<file path="src/rtl/msrv32_fetch_unit.sv">
// MSRV32 instruction-fetch stage: owns the PC, issues one imem request at a time,
// and applies trap/mret/branch redirects with misaligned-target detection.
//
// state    | meaning
// IDLE     | just out of reset, first fetch issued next cycle
// REQ      | request outstanding at fetch_addr
// KILL     | request outstanding but already redirected; data will be dropped
// VALID    | instruction held for decode, no request
// MISALIGN | redirect target misaligned; waiting for a trap
module msrv32_fetch_unit #(
  parameter logic [31:0] BOOT_ADDRESS = 32'h0000_0000,
  parameter logic [31:0] NOP_INSTR    = 32'h0000_0013
) (
  input  logic        ms_riscv32_mp_clk_in,
  input  logic        ms_riscv32_mp_rst_n_in,
  input  logic        branch_taken_in,
  input  logic [31:0] branch_target_in,
  input  logic        trap_taken_in,
  input  logic [31:0] trap_address_in,
  input  logic        mret_in,
  input  logic [31:0] epc_in,
  input  logic        stall_in,
  output logic        imem_req_out,
  output logic [31:0] imem_addr_out,
  input  logic        imem_ack_in,
  input  logic [31:0] imem_rdata_in,
  output logic [31:0] pc_out,
  output logic [31:0] instr_out,
  output logic        instr_valid_out,
  output logic        misaligned_instr_out
);

  typedef enum logic [2:0] {
    IDLE     = 3'd0,
    REQ      = 3'd1,
    KILL     = 3'd2,
    VALID    = 3'd3,
    MISALIGN = 3'd4
  } state_t;

  state_t      state_q, state_d;
  logic [31:0] fetch_addr_q, fetch_addr_d;
  logic [31:0] pending_q, pending_d;
  logic        pending_mis_q, pending_mis_d;
  logic [31:0] pc_q, pc_d;
  logic [31:0] instr_q, instr_d;
  logic        valid_q, valid_d;
  logic        mis_q, mis_d;
  logic        req_q, req_d;

  logic        redir;
  logic [31:0] tgt;
  logic        tgt_mis;
  logic [31:0] kill_tgt;
  logic        kill_mis;

  // Trap > mret > branch; misalignment is judged on bit1 after bit0 is dropped.
  always_comb begin
    redir = trap_taken_in | mret_in | branch_taken_in;
    if (trap_taken_in)  tgt = {trap_address_in[31:2], 2'b00};
    else if (mret_in)   tgt = epc_in;
    else                tgt = {branch_target_in[31:1], 1'b0};
    tgt_mis  = tgt[1];
    kill_tgt = redir ? tgt : pending_q;
    kill_mis = redir ? tgt_mis : pending_mis_q;
  end

  always_comb begin
    state_d       = state_q;
    fetch_addr_d  = fetch_addr_q;
    pending_d     = pending_q;
    pending_mis_d = pending_mis_q;
    pc_d          = pc_q;
    instr_d       = instr_q;
    valid_d       = valid_q;
    mis_d         = mis_q;

    case (state_q)
      IDLE: begin
        state_d      = REQ;
        fetch_addr_d = BOOT_ADDRESS;
      end
      REQ: begin
        if (imem_ack_in) begin
          if (redir) begin
            if (tgt_mis) begin
              state_d = MISALIGN;
              pc_d    = tgt;
              mis_d   = 1'b1;
            end else begin
              fetch_addr_d = tgt;
            end
          end else begin
            instr_d = imem_rdata_in;
            pc_d    = fetch_addr_q;
            valid_d = 1'b1;
            state_d = VALID;
          end
        end else if (redir) begin
          pending_d     = tgt;
          pending_mis_d = tgt_mis;
          state_d       = KILL;
        end
      end
      KILL: begin
        if (imem_ack_in) begin
          if (kill_mis) begin
            state_d = MISALIGN;
            pc_d    = kill_tgt;
            mis_d   = 1'b1;
          end else begin
            state_d      = REQ;
            fetch_addr_d = kill_tgt;
          end
        end else if (redir) begin
          pending_d     = tgt;
          pending_mis_d = tgt_mis;
        end
      end
      VALID: begin
        if (redir) begin
          valid_d = 1'b0;
          instr_d = NOP_INSTR;
          if (tgt_mis) begin
            state_d = MISALIGN;
            pc_d    = tgt;
            mis_d   = 1'b1;
          end else begin
            state_d      = REQ;
            fetch_addr_d = tgt;
          end
        end else if (!stall_in) begin
          valid_d      = 1'b0;
          instr_d      = NOP_INSTR;
          fetch_addr_d = pc_q + 32'd4;
          state_d      = REQ;
        end
      end
      MISALIGN: begin
        if (trap_taken_in) begin
          mis_d        = 1'b0;
          fetch_addr_d = {trap_address_in[31:2], 2'b00};
          state_d      = REQ;
        end
      end
      default: begin
        state_d = IDLE;
      end
    endcase

    req_d = (state_d == REQ) || (state_d == KILL);
  end

  always_ff @(posedge ms_riscv32_mp_clk_in or negedge ms_riscv32_mp_rst_n_in) begin
    if (!ms_riscv32_mp_rst_n_in) begin
      state_q       <= IDLE;
      fetch_addr_q  <= BOOT_ADDRESS;
      pending_q     <= BOOT_ADDRESS;
      pending_mis_q <= 1'b0;
      pc_q          <= BOOT_ADDRESS;
      instr_q       <= NOP_INSTR;
      valid_q       <= 1'b0;
      mis_q         <= 1'b0;
      req_q         <= 1'b0;
    end else begin
      state_q       <= state_d;
      fetch_addr_q  <= fetch_addr_d;
      pending_q     <= pending_d;
      pending_mis_q <= pending_mis_d;
      pc_q          <= pc_d;
      instr_q       <= instr_d;
      valid_q       <= valid_d;
      mis_q         <= mis_d;
      req_q         <= req_d;
    end
  end

  assign imem_req_out         = req_q;
  assign imem_addr_out        = fetch_addr_q;
  assign pc_out               = pc_q;
  assign instr_out            = instr_q;
  assign instr_valid_out      = valid_q;
  assign misaligned_instr_out = mis_q;

endmodule

</file>
<file path="config.mk">
export PLATFORM = sky130hd
export DESIGN_NAME = msrv32_fetch_unit
export DESIGN_NICKNAME = d
export VERILOG_FILES = /design/src/rtl/msrv32_fetch_unit.sv
export SDC_FILE = /design/constraint.sdc
export NUM_CORES = 1
export LEC_CHECK = 0
export CAP_MARGIN = 0
export CORE_MARGIN = 2
export CORE_UTILIZATION = 53
export CTS_CLUSTER_SIZE = 25
export DETAILED_ROUTE_END_ITERATION = 10
export GPL_ROUTABILITY_DRIVEN = 0
export PLACE_DENSITY_LB_ADDON = 0.12
export SETUP_SLACK_MARGIN = 0.5
export SYNTH_ARGS = -nofsm -noshare
export SYNTH_HDL_FRONTEND = slang
export SYNTH_SLANG_ARGS = --single-unit
</file>
<file path="constraint.sdc">
create_clock -name ms_riscv32_mp_clk_in -period 3.5 [get_ports ms_riscv32_mp_clk_in]
set_input_delay 0.525 -clock ms_riscv32_mp_clk_in [delete_from_list [all_inputs] [get_ports ms_riscv32_mp_clk_in]]
set_output_delay 0.525 -clock ms_riscv32_mp_clk_in [all_outputs]
set_load 0.05 [all_outputs]
</file>
# Word-level counts from Yosys, hierarchy flattened
# Index checks and enable logic that the tools add are counted.
classes:
  add_sub_neg: 1
  mul: 0
  div: 0
  magnitude_cmp: 0
  eq_ne: 15
  n_shift: 0
  n_mux: 48
  n_bitwise: 3
  reduce_logical: 12
op_table:
  columns: ["operator", "n"]
  rows:
  - ["two-way mux 32 bit", 21]
  - ["case mux 32 bit (5 select lines)", 1]
  - ["case mux 32 bit (3 select lines)", 1]
  - ["case mux 32 bit (2 select lines)", 1]
  - ["adder 32 x 3 -> 32 bit (second input constant)", 1]
  - ["two-way mux 3 bit", 10]
  - ["inequality test 2 bit (second input constant)", 8]
  - ["case mux 3 bit (5 select lines)", 1]
  - ["two-way mux 1 bit", 11]
  - ["AND reduction 5 bit", 2]
  - ["equality test 3 x 2 -> 1 bit (second input constant)", 3]
  - ["AND reduction 7 bit", 1]
  - ["equality test 3 x 1 -> 1 bit (second input constant)", 2]
  - ["nonzero test 5 bit", 1]
  - ["case mux 1 bit (4 select lines)", 1]
  - ["AND reduction 4 bit", 1]
  - ["nonzero test 4 bit", 1]
  - ["equality test 3 bit (second input constant)", 1]
  - ["logical NOT 3 bit", 1]
  - ["inequality test 3 bit (second input constant)", 1]
  - ["nonzero test 3 bit", 1]
  - ["bitwise OR 1 bit", 2]
  - ["case mux 1 bit (2 select lines)", 1]
  - ["AND reduction 2 bit", 1]
  - ["other kinds (4)", 4]
totals:
  regBits: 135
  latch_bits: 0
  ram_bits: 0
  mem_bits_ro: 0
  word_cells: 88
  n_memories: 0

# Logic depth before layout (Yosys ltp)
# Gate-level depths: netlist of the first run.
depth:
  depth_word: 8
  ltp_mapped: 9

# Least setup slack after synthesis of the first run
# No wires, ideal clock.
synth_timing:
  path_type: "register to register"
  startpoint: "reg pc_q[16] (netlist: pc_out[16])"
  endpoint: "reg fetch_addr_q[27] (netlist: imem_addr_out[27])"
  setup_ps: 121
  arrival_time_ps: 2161
  t_required_ps: 3379
  path_slack_ps: 1218
  stages_incl_launch_ff: 8
  n_path_buf: 1
  synth_period_minus_slack_ps: 2282
  path_cell_list: "dfrtp_1 > nand4_1 > or4_1 > buf_6 > nor4_4 > xnor2_1 > o211ai_2 > a22o_1"
synth_via:
  elab_chain_len: 4
synth_rtl:
  columns: ["item", "line_no", "source"]
  rows:
  - ["start: declaration", "45", "logic [31:0] pc_q, pc_d;"]
  - ["start signal: assignment", "170", "pc_q <= pc_d;"]
  - ["adder 32 x 3 -> 32 bit", "135", "fetch_addr_d = pc_q + 32'd4;"]
  - ["two-way mux 32 bit", "132", "end else if (!stall_in) begin"]
  - ["two-way mux 32 bit", "121", "if (redir) begin"]
  - ["case mux 32 bit (5 select lines)", "78", "case (state_q)"]
  - ["end signal: assignment", "167", "fetch_addr_q <= fetch_addr_d;"]
  - ["end: declaration", "42", "logic [31:0] fetch_addr_q, fetch_addr_d;"]
# No other way between the ends. The select of a mux whose other input is x is not followed.
# A chain may end at the register's enable or synchronous reset.

# Worst setup path in the final report of the first run
layout_timing:
  startpoint: "reg state_q[2]"
  endpoint: "reg pc_q[23] (netlist: pc_out[23])"
layout_via:
  elab_chain_len: 3
  word_cells_on_any_way: 10
  cone_classes: "7 x eq/ne; 1 x mux; 2 x reduce/logical"
layout_rtl:
  columns: ["item", "line_no", "source"]
  rows:
  - ["start: declaration", "41", "state_t state_q, state_d;"]
  - ["start signal: assignment", "166", "state_q <= state_d;"]
  - ["equality test 3 x 2 -> 1 bit or equality test 3 x 1 -> 1 bit (tied branches)", "78", null]
  - ["inequality test 2 bit (no line) or nonzero test 3 bit (tied branches)", null, null]
  - ["AND reduction 5 bit (no line)", null, null]
# Several ways; a longest one is shown, not always the timed one.

==> results, run 1 <==
- The beginning of the critical path is state_q[2].
- Global routing used about half of the available met2 tracks.
- The dominant register cell in the synthesized netlist is sky130_fd_sc_hd__dfrtp_1.
- After detailed placement, the design holds a cell count of about 1300.
- The buffer and inverter count on the worst path is 1.
- The first-pass GRT wire length is roughly 44000 µm.
- The via count of the first global-routing pass is about 8100.
- The effective utilization at floorplan is between 50 and 60%.
- The clock network burns roughly a fifth of the power.
- The final layout contains routed wiring with a total length of approximately 29000 µm.
- The total global routing overflow is 0.
- The vertical die dimension is 129.4 µm.
- TritonCTS built the clock tree.
- At the pin with the least slew margin, the transition time is 1.095 ns.
- The number of cells traversed by the worst register-to-register path is 6.
- The count of endpoints failing setup in the final report is 0.
- The number of buffers inserted during clock tree synthesis is 17.
- For this run, the share of the core covered by cells in the final layout is between 70% and 80%.
- The run finished with clean final reports.
- The latest clock arrival within the worst-skew pair is roughly 0.42 ns.
- The combined area of the multi-input logic cells is about 4600 µm².
- The clock net in this run drives a total of ~140 sinks.
- The mapped cell area is 8335 µm².
- Adding up every negative setup slack in the final design gives 0 ns.
- The maximum single-stage delay on the critical path is about 0.67 ns.
- The residual antenna-violating net count after detailed routing is 0.
- Across the VDD grid, the largest voltage drop is 593.3 µV.
- Of all nets on the critical path, the largest fanout is 16.
- The startpoint identified for the worst register-to-register timing path is state_q[2].
- The slowest stage of the critical path is the sky130_fd_sc_hd__dfrtp_1 cell.
- The standard-cell row count is between 40 and 50.
- The number of nets produced by synthesis is between 1000 and 1500.
- Setup repair after global routing left no endpoint under its margin.
- Entering global routing, the biggest net connects a little under 80 pins.
- The design draws around 9.6 mW.
- STA classifies the critical path endpoint as a flip-flop.
- For met1 alone, demand over resource in global routing was a little under 50%.
- Summing all flip-flop and latch instances after layout gives between 3000 and 4000 µm².
- The number of maximum-capacitance constraint violations is 0.
- The number of different library cells used by synthesis comes to 65.
- The critical path's most frequent cell is sky130_fd_sc_hd__a211oi_1.
- The die covers roughly 17000 µm².
- The met3 layer usage reported by global route is 9.083%.
- For this run, the number of standard cells in the final layout without fillers is about 1400.
- The warning count from the yosys run is 0.
- The synthesized area per cell is roughly 9 µm².
- The worst-case clock buffer depth is 2.
- Data on the critical path is required at its endpoint by about 3.8 ns.
- The core area is around 15000 µm².
- For the worst setup path, the data arrival time is approximately 3.1 ns.
- Of the available clock period, the critical path in the final layout requires roughly four fifths.
- Using the TritonRoute via totals, the vias-per-cell ratio works out to roughly 6.3.
- The busiest layer in global routing is met2.
- 234 I/O pins were placed.
- Of the total power, the share spent switching nets is between 40% and 50%.
- The HPWL after detailed placement is 20910 µm.
- The number of register bits inferred by synthesis is between 100 and 150.
- The initial antenna violation count is 0.
- The area overhead of the layout relative to synthesis is 37.21%.
- The filler cells instantiated in the layout total between 1000 and 1500.
- For this block, the initial DRC count from the detailed router was between 900 and 1000.
- The number of enable flip-flop cells after synthesis is 0.
- For this design the total switching power over the nets is 4.510 mW.
- Buffers placed on the I/O ports in this run total 230.
- The critical path ends at pc_out[23].
- Detailed routing inserted a total of roughly 8600 vias.
- The power per unit of standard cell area is around 840 nW/µm².
- The cell count after synthesis is around 930.
- The kind of cell with the highest combined delay on the critical path is simple AND/OR/NAND/NOR gates.
- The normalized max-slew margin is 26.72%.
- The portion of total power attributed to combinational logic is between 50% and 60%.
- 0 antenna diodes ended up in the layout.
- The reg-to-reg critical path endpoint is pc_out[23].
- Final hold analysis gives a worst-case slack of approximately 0.15 ns.
- The first TritonRoute pass finished after 6 iterations.
- In this run the clock root is driven by a sky130_fd_sc_hd__clkbuf_16.
- The horizontal extent of the die is 129.4 µm.
- The number of failing hold endpoints at the final stage is 0.
- In this run, flip-flops and latches consume 28.9% of the power.
- The post-route DRC violation count is 0.
- Timing would allow up to 0.3516 GHz.
- The combined global-route utilization of all metal layers is between 30% and 40%.
- The leakage component of the power is about 4.7 nW.
- Traced cell by cell, the critical path runs through and2b_1 > nand2b_1 > buf_4 > a211oi_1 > a211oi_1 > o21ai_0.
- The tightest min-delay check is of the in2async type.
- The internal reg-to-reg setup slack is 0.66 ns.
- The H-tree depth reported by CTS is 4.
- The critical path crosses 6 cells after its start point.
- The time the final worst path needs with I/O delays and setup is between 2 and 3 ns.
- After synthesis, the share of flip-flops with an asynchronous set or reset is between 90% and 100%.
- The critical path class is reg2reg.
- The share of final-layout standard cells stronger than drive strength 1 is between 10% and 20%.
- Dividing the detail-routed wire length by the instance count gives between 20 and 25 µm.
- Cell internal power was estimated by the tool at about 5.1 mW.
- The number of pins exceeding their max-slew limit in the final report is 0.
- Sequential cells were found to cover around two fifths of the synthesized design area.
- After clock tree synthesis, the clock-pin slew on the worst setup and hold paths is 0.06 ns.
- The final net count is 1270.
- The clock arrives with a little under 0.006 ns of skew.
- STA classifies the critical path startpoint as a flip-flop.
how the worst min path moves through the flow:
| stage | from | endpoint | slack [ns] | cells past startpoint |
|---|---|---|---|---|
| 5_1_grt | ms_riscv32_mp_rst_n_in | state_q[1] | 0.21 | 1 |
| 6_report | ms_riscv32_mp_rst_n_in | imem_req_out | 0.15 | 1 |
| 4_1_cts | ms_riscv32_mp_rst_n_in | instr_out[22] | 0.17 | 1 |
| 2_1_floorplan | ms_riscv32_mp_rst_n_in | imem_addr_out[0] | 0.23 | 0 |
| 3_3_place_gp | pending_q[25] | pending_q[25] | 0.45 | 2 |
| 3_5_place_dp | pending_q[20] | pending_q[20] | 0.47 | 2 |
metrics by stage:
stage	instance area [µm²]	setup WS [ns]
2_1_floorplan	8335	1.218
3_3_place_gp	10830	0.6044
3_5_place_dp	10830	0.5670
4_1_cts	11420	0.7428
5_1_grt	11440	0.5039
6_report	11440	0.6559
cell families (layout without fill, tap and decap cells):
kind of cell / Yosys count / count (layout) / share of synthesized area, %
adder cells (fa/ha/maj): 1 / 1 / 0.1501
buffers and inverters: 83 / 303 / 4.368
XOR/XNOR: 31 / 31 / 3.257
multiplexers: 77 / 77 / 9.742
AO/OA/AOI/OAI: 328 / 328 / 26.57
AND/OR/NAND/NOR: 271 / 271 / 15.34
flip-flops: 135 / 135 / 40.57
cell usage in the layout, fill, tap and decap left out, types with 14 or more instances in the layout:
| cell type | synthesis | layout |
|---|---|---|
| sky130_fd_sc_hd__clkdlybuf4s50_1 | 0 | 226 |
| sky130_fd_sc_hd__mux2_2 | 33 | 33 |
| sky130_fd_sc_hd__dfrtp_1 | 132 | 132 |
| sky130_fd_sc_hd__nand2_1 | 124 | 124 |
| sky130_fd_sc_hd__nor3_1 | 16 | 14 |
| sky130_fd_sc_hd__o21ai_1 | 17 | 17 |
| sky130_fd_sc_hd__a221oi_1 | 15 | 15 |
| sky130_fd_sc_hd__xnor2_1 | 21 | 21 |
| sky130_fd_sc_hd__a22o_1 | 41 | 41 |
| sky130_fd_sc_hd__a21oi_1 | 40 | 40 |
| sky130_fd_sc_hd__nor2_1 | 63 | 63 |
| sky130_fd_sc_hd__mux2i_1 | 44 | 44 |
| sky130_fd_sc_hd__clkbuf_16 | 0 | 17 |
| sky130_fd_sc_hd__nand2b_1 | 16 | 16 |
| sky130_fd_sc_hd__buf_4 | 1 | 30 |
| sky130_fd_sc_hd__o21ai_0 | 85 | 85 |
| sky130_fd_sc_hd__a211oi_1 | 43 | 43 |
final cells by class:
type	instances	area share (%)
inverters	11	0.3610
clock inverters	11	1.302
flip-flops and latches	135	29.57
clock buffers	20	3.905
repair buffers	261	22.15
well taps	211	2.308
multi-input cells	708	40.40
flip-flops by register name (all words and copies together), names as in the netlist:
name	flops
imem_addr_out	32
instr_out	32
pc_out	32
pending_q	32
state_q	3
imem_req_out	1
instr_valid_out	1
misaligned_instr_out	1
pending_mis_q	1
routing by layer:
| metal | vias up | part of all wire (%) |
|---|---|---|
| li1 | 3860 | - |
| met1 | 4068 | 41 |
| met2 | 595 | 44 |
| met3 | 68 | 13 |
| met4 | 0 | 2.3 |
| met5 | - | 0 |
power by group through the flow:
stage / clock network (mW) / registers [mW] / logic [mW]
global placement: 0 / 2.74 / 4.82
detailed placement: 0 / 2.76 / 4.89
floorplan: 0 / 3.91 / 1.98
CTS: 1.83 / 2.74 / 4.92
finish: 1.82 / 2.77 / 5.00
global route: 1.91 / 2.83 / 5.28
synth_stat cells, drive strengths merged (10+ instances only):
cell type  number  area share (%)
nand3          11            0.66
a221oi         15             1.6
mux2           33             4.5
inv            11            0.50
a22o           41             4.3
a22oi          11            0.99
dfrtp         132              40
a21oi          40             2.4
xnor2          21             2.2
nor2           64             3.0
buf            42             2.5
o21ai         103             6.2
o211ai         10            0.96
o22ai          11            0.83
nand2b         16             1.2
a211oi         43             3.9
mux2i          44             5.3
nor3           18             1.3
xor2           10             1.1
nand2         124             5.6
clkbuf         30             1.4
worst register-to-register path: cells and delay by family, from the launching register on:
| family | cells | cell delay [ns] |
|---|---|---|
| compound gates | 3 | 0.73 |
| buf+inv | 1 | 0.34 |
| flops | 1 | 0.67 |
| simple gates | 2 | 0.96 |
what timing repair did:
action	in CTS	in global routing
endpoints found under the setup margin	0	20
hold buffers	0	0
resized for setup	0	2
setup buffers	0	0
(Power assumes the default switching activity.)
==> run 2: changes to the inputs <==
--- a/config.mk
+++ b/config.mk
@@ -7,7 +7,7 @@
 export LEC_CHECK = 0
 export CAP_MARGIN = 0
 export CORE_MARGIN = 2
-export CORE_UTILIZATION = 53
+export CORE_UTILIZATION = 49
 export CTS_CLUSTER_SIZE = 25
 export DETAILED_ROUTE_END_ITERATION = 10
 export GPL_ROUTABILITY_DRIVEN = 0
==> constraint.sdc (replaced) <==
create_clock -name ms_riscv32_mp_clk_in -period 3 [get_ports ms_riscv32_mp_clk_in]
set_input_delay 0.45 -clock ms_riscv32_mp_clk_in [delete_from_list [all_inputs] [get_ports ms_riscv32_mp_clk_in]]
set_output_delay 0.45 -clock ms_riscv32_mp_clk_in [all_outputs]
set_load 0.05 [all_outputs]
==> results, run 2 (same netlist as run 1, synthesis figures left out) <==
- After the first detailed-routing iteration, the DRC count stood at between 1000 and 1500.
- The number of vias after detailed routing is ~8600.
- The initial utilization of the core area, before any placement, comes to 50.26%.
- The worst hold slack is -0.009796 ns.
- The number of sinks driven by the clock tree is 135.
- The area enclosed by the die boundary is 18070 µm².
- The number of buffers inserted during clock tree synthesis is 17.
- The data arrival time of the worst path is between 2 and 3 ns.
- Of the available clock period, the critical path in the final layout requires approximately 83%.
- At the pin with the least slew margin, the transition time is around 0.7 ns.
- VDD sags by at most 720.6 µV.
- The normalized max-slew margin is 53.18%.
- The clock-pin slew on the worst setup and hold paths is around 0.06 ns.
- In this run the horizontal extent of the chip is roughly 130 µm.
- The maximum net fanout on the critical path is 11.
- Timing would allow up to between 0.4 and 0.5 GHz.
- Entering global routing, the biggest net connects 70 pins.
- The vertical die dimension is 134.4 µm.
- Counting along the longest clock path gives a buffer depth of 2.
- The flow ran to the end, but the final reports show violations.
- The most common library cell in the layout ignoring fill and taps is sky130_fd_sc_hd__clkdlybuf4s50_1.
- The time the final worst path needs with I/O delays and setup is 2.479 ns.
- Leaving out fill and tap cells, the most frequent cells in the layout are 227 x sky130_fd_sc_hd__clkdlybuf4s50_1, 131 x sky130_fd_sc_hd__dfrtp_1, 124 x sky130_fd_sc_hd__nand2_1.
- The number of pins exceeding their max-slew limit in the final report was 0.
- The via count of the first global-routing pass was ~8000.
- The path class of the tightest hold or removal check is in2async.
- At the end of the flow, the number of nets in the layout was 1286.
- In the routed design, unresolved DRC markers number 0.
- The total of hold buffers inserted after clock tree synthesis is 0.
- Traced cell by cell, the critical path runs through inv_1 > nor3_4 > nor4_2 > buf_4 > a221oi_1 > o21ai_1.
- The wire-length estimate of the detail-placed layout is between 20000 and 25000 µm.
- The worst path setup slack after routing is 0.5209 ns.
- CTS built an H-tree with a depth of 4.
- The clock tree root driver cell is sky130_fd_sc_hd__clkbuf_16.
- The critical path class is reg2reg.
- Setup violations remaining at the end of the flow were counted as 0.
- STA puts the critical path data required time at between 3 and 4 ns.
- Cells with a size suffix above 1 make up 11.87% of the layout.
- The worst-path cell with the longest stage delay is sky130_fd_sc_hd__dfrtp_1.
- The first-pass GRT wire length is 46500 µm.
- The combined global-route utilization of all metal layers is about 34%.
- The first TritonRoute pass finished after 9 iterations.
- The clock tree from TritonCTS is done.
- The initial antenna violation count is 1.
- Across the routed clock network, the largest skew measured is approximately 0.0088 ns.
- The detail-routed net length per standard cell is roughly 22 µm.
- The launching element type of the critical path is a flip-flop.
- The final routed wirelength across all metal layers is between 30000 and 40000 µm.
- The maximum single-stage delay on the critical path is around 0.56 ns.
- The number of maximum-capacitance constraint violations is 0.
- The category of the worst setup path capture point is a flip-flop.
- Power comes to between 10 and 15 mW.
- The core area is about 17000 µm².
- In this run the power density over the cells is about 980 nW/µm².
- The area overhead of the layout relative to synthesis is 39.61%.
- The analysis attributes to cell leakage a power of between 4 and 5 nW.
- After routing, the total negative slack on setup checks comes to 0 ns.
- The worst slack after detailed placement is about 0.16 ns.
- The later pin in the worst-skew pair is clocked with a latency of 0.43 ns.
- The number of failing hold endpoints at the final stage is 4.
- The final reports fail on hold timing.
- The total global routing overflow is 0.
- The standard-cell row count is 47.
- In the routed layout, each cell is associated on average with a via count of just over 6.
- In this run the remaining antenna-violating nets after routing total 0.
- The port buffer count is between 200 and 250.
- Setup repair after global routing could not meet its margin everywhere.
- Pin placement for this block handled approximately 230 I/O pins.
## run 2: worst max-delay path: cells and delay by family, from the launching register on
family | cells | cell delay (ns)
compound gates | 2 | 0.67
buf+inv | 2 | 0.45
flops | 1 | 0.56
simple gates | 2 | 0.67
## run 2: repair_timing
item                                    in CTS  in global routing
setup buffers                                0                  0
pin swaps                                    0                  0
endpoints found under the hold margin        0                  0
resized for setup                            1                  5
endpoints found under the setup margin       1                 25
gates cloned                                 0                  0
## run 2: per-layer routing
metal	GRT usage, %	vias to the layer above	wire (µm)
met2	47.73	595	12910
met1	49.65	4074	12970
met4	9.649	0	824
li1	-	3894	-
met5	0	-	0
met3	9.562	63	3754
## run 2: layout make-up
type | count | area [µm²]
fill | 1269 | 4946
timing repair buffer | 277 | 2684
antenna | 1 | 2.502
clock buffer | 19 | 452.9
sequential | 135 | 3383
clock inverter | 13 | 170.2
multi-input combinational | 708 | 4628
inverter | 11 | 41.29
tap | 220 | 275.3
## run 2: worst paths after layout
check | slack (ns) | cells past startpoint | start | end
max in group asynchronous | 2.23 | 2 | ms_riscv32_mp_rst_n_in | pc_out[6]
worst max register to register | 0.52 | 6 | state_q[1] | pc_out[16]
min in group ms_riscv32_mp_clk_in | 0.48 | 2 | pending_q[20] | pending_q[20]
worst min-delay path | -0.01 | 1 | ms_riscv32_mp_rst_n_in | imem_req_out
worst min register to register | 0.48 | 2 | pending_q[20] | pending_q[20]
worst max-delay path | 0.52 | 6 | state_q[1] | pc_out[16]
## run 2: metrics by stage
step	hold WS (ns)	utilization, %	cell area, µm²	std cells
3_5_place_dp	0.4648	66.26	10990	1351
3_3_place_gp	0.4585	66.26	10990	1351
6_report	-0.009796	70.18	11640	1384
2_1_floorplan	0.1544	-	8335	926
5_1_grt	0.03186	70.16	11630	1383
4_1_cts	0.01186	70.05	11620	1383
## run 2: power by group
group | total, mW | switching [mW] | internal (mW) | leakage (nW)
logic | 5.96 | 3.82 | 2.14 | 2.76
registers | 3.21 | 0.689 | 2.52 | 1.73
clock network | 2.21 | 0.854 | 1.36 | 0.297
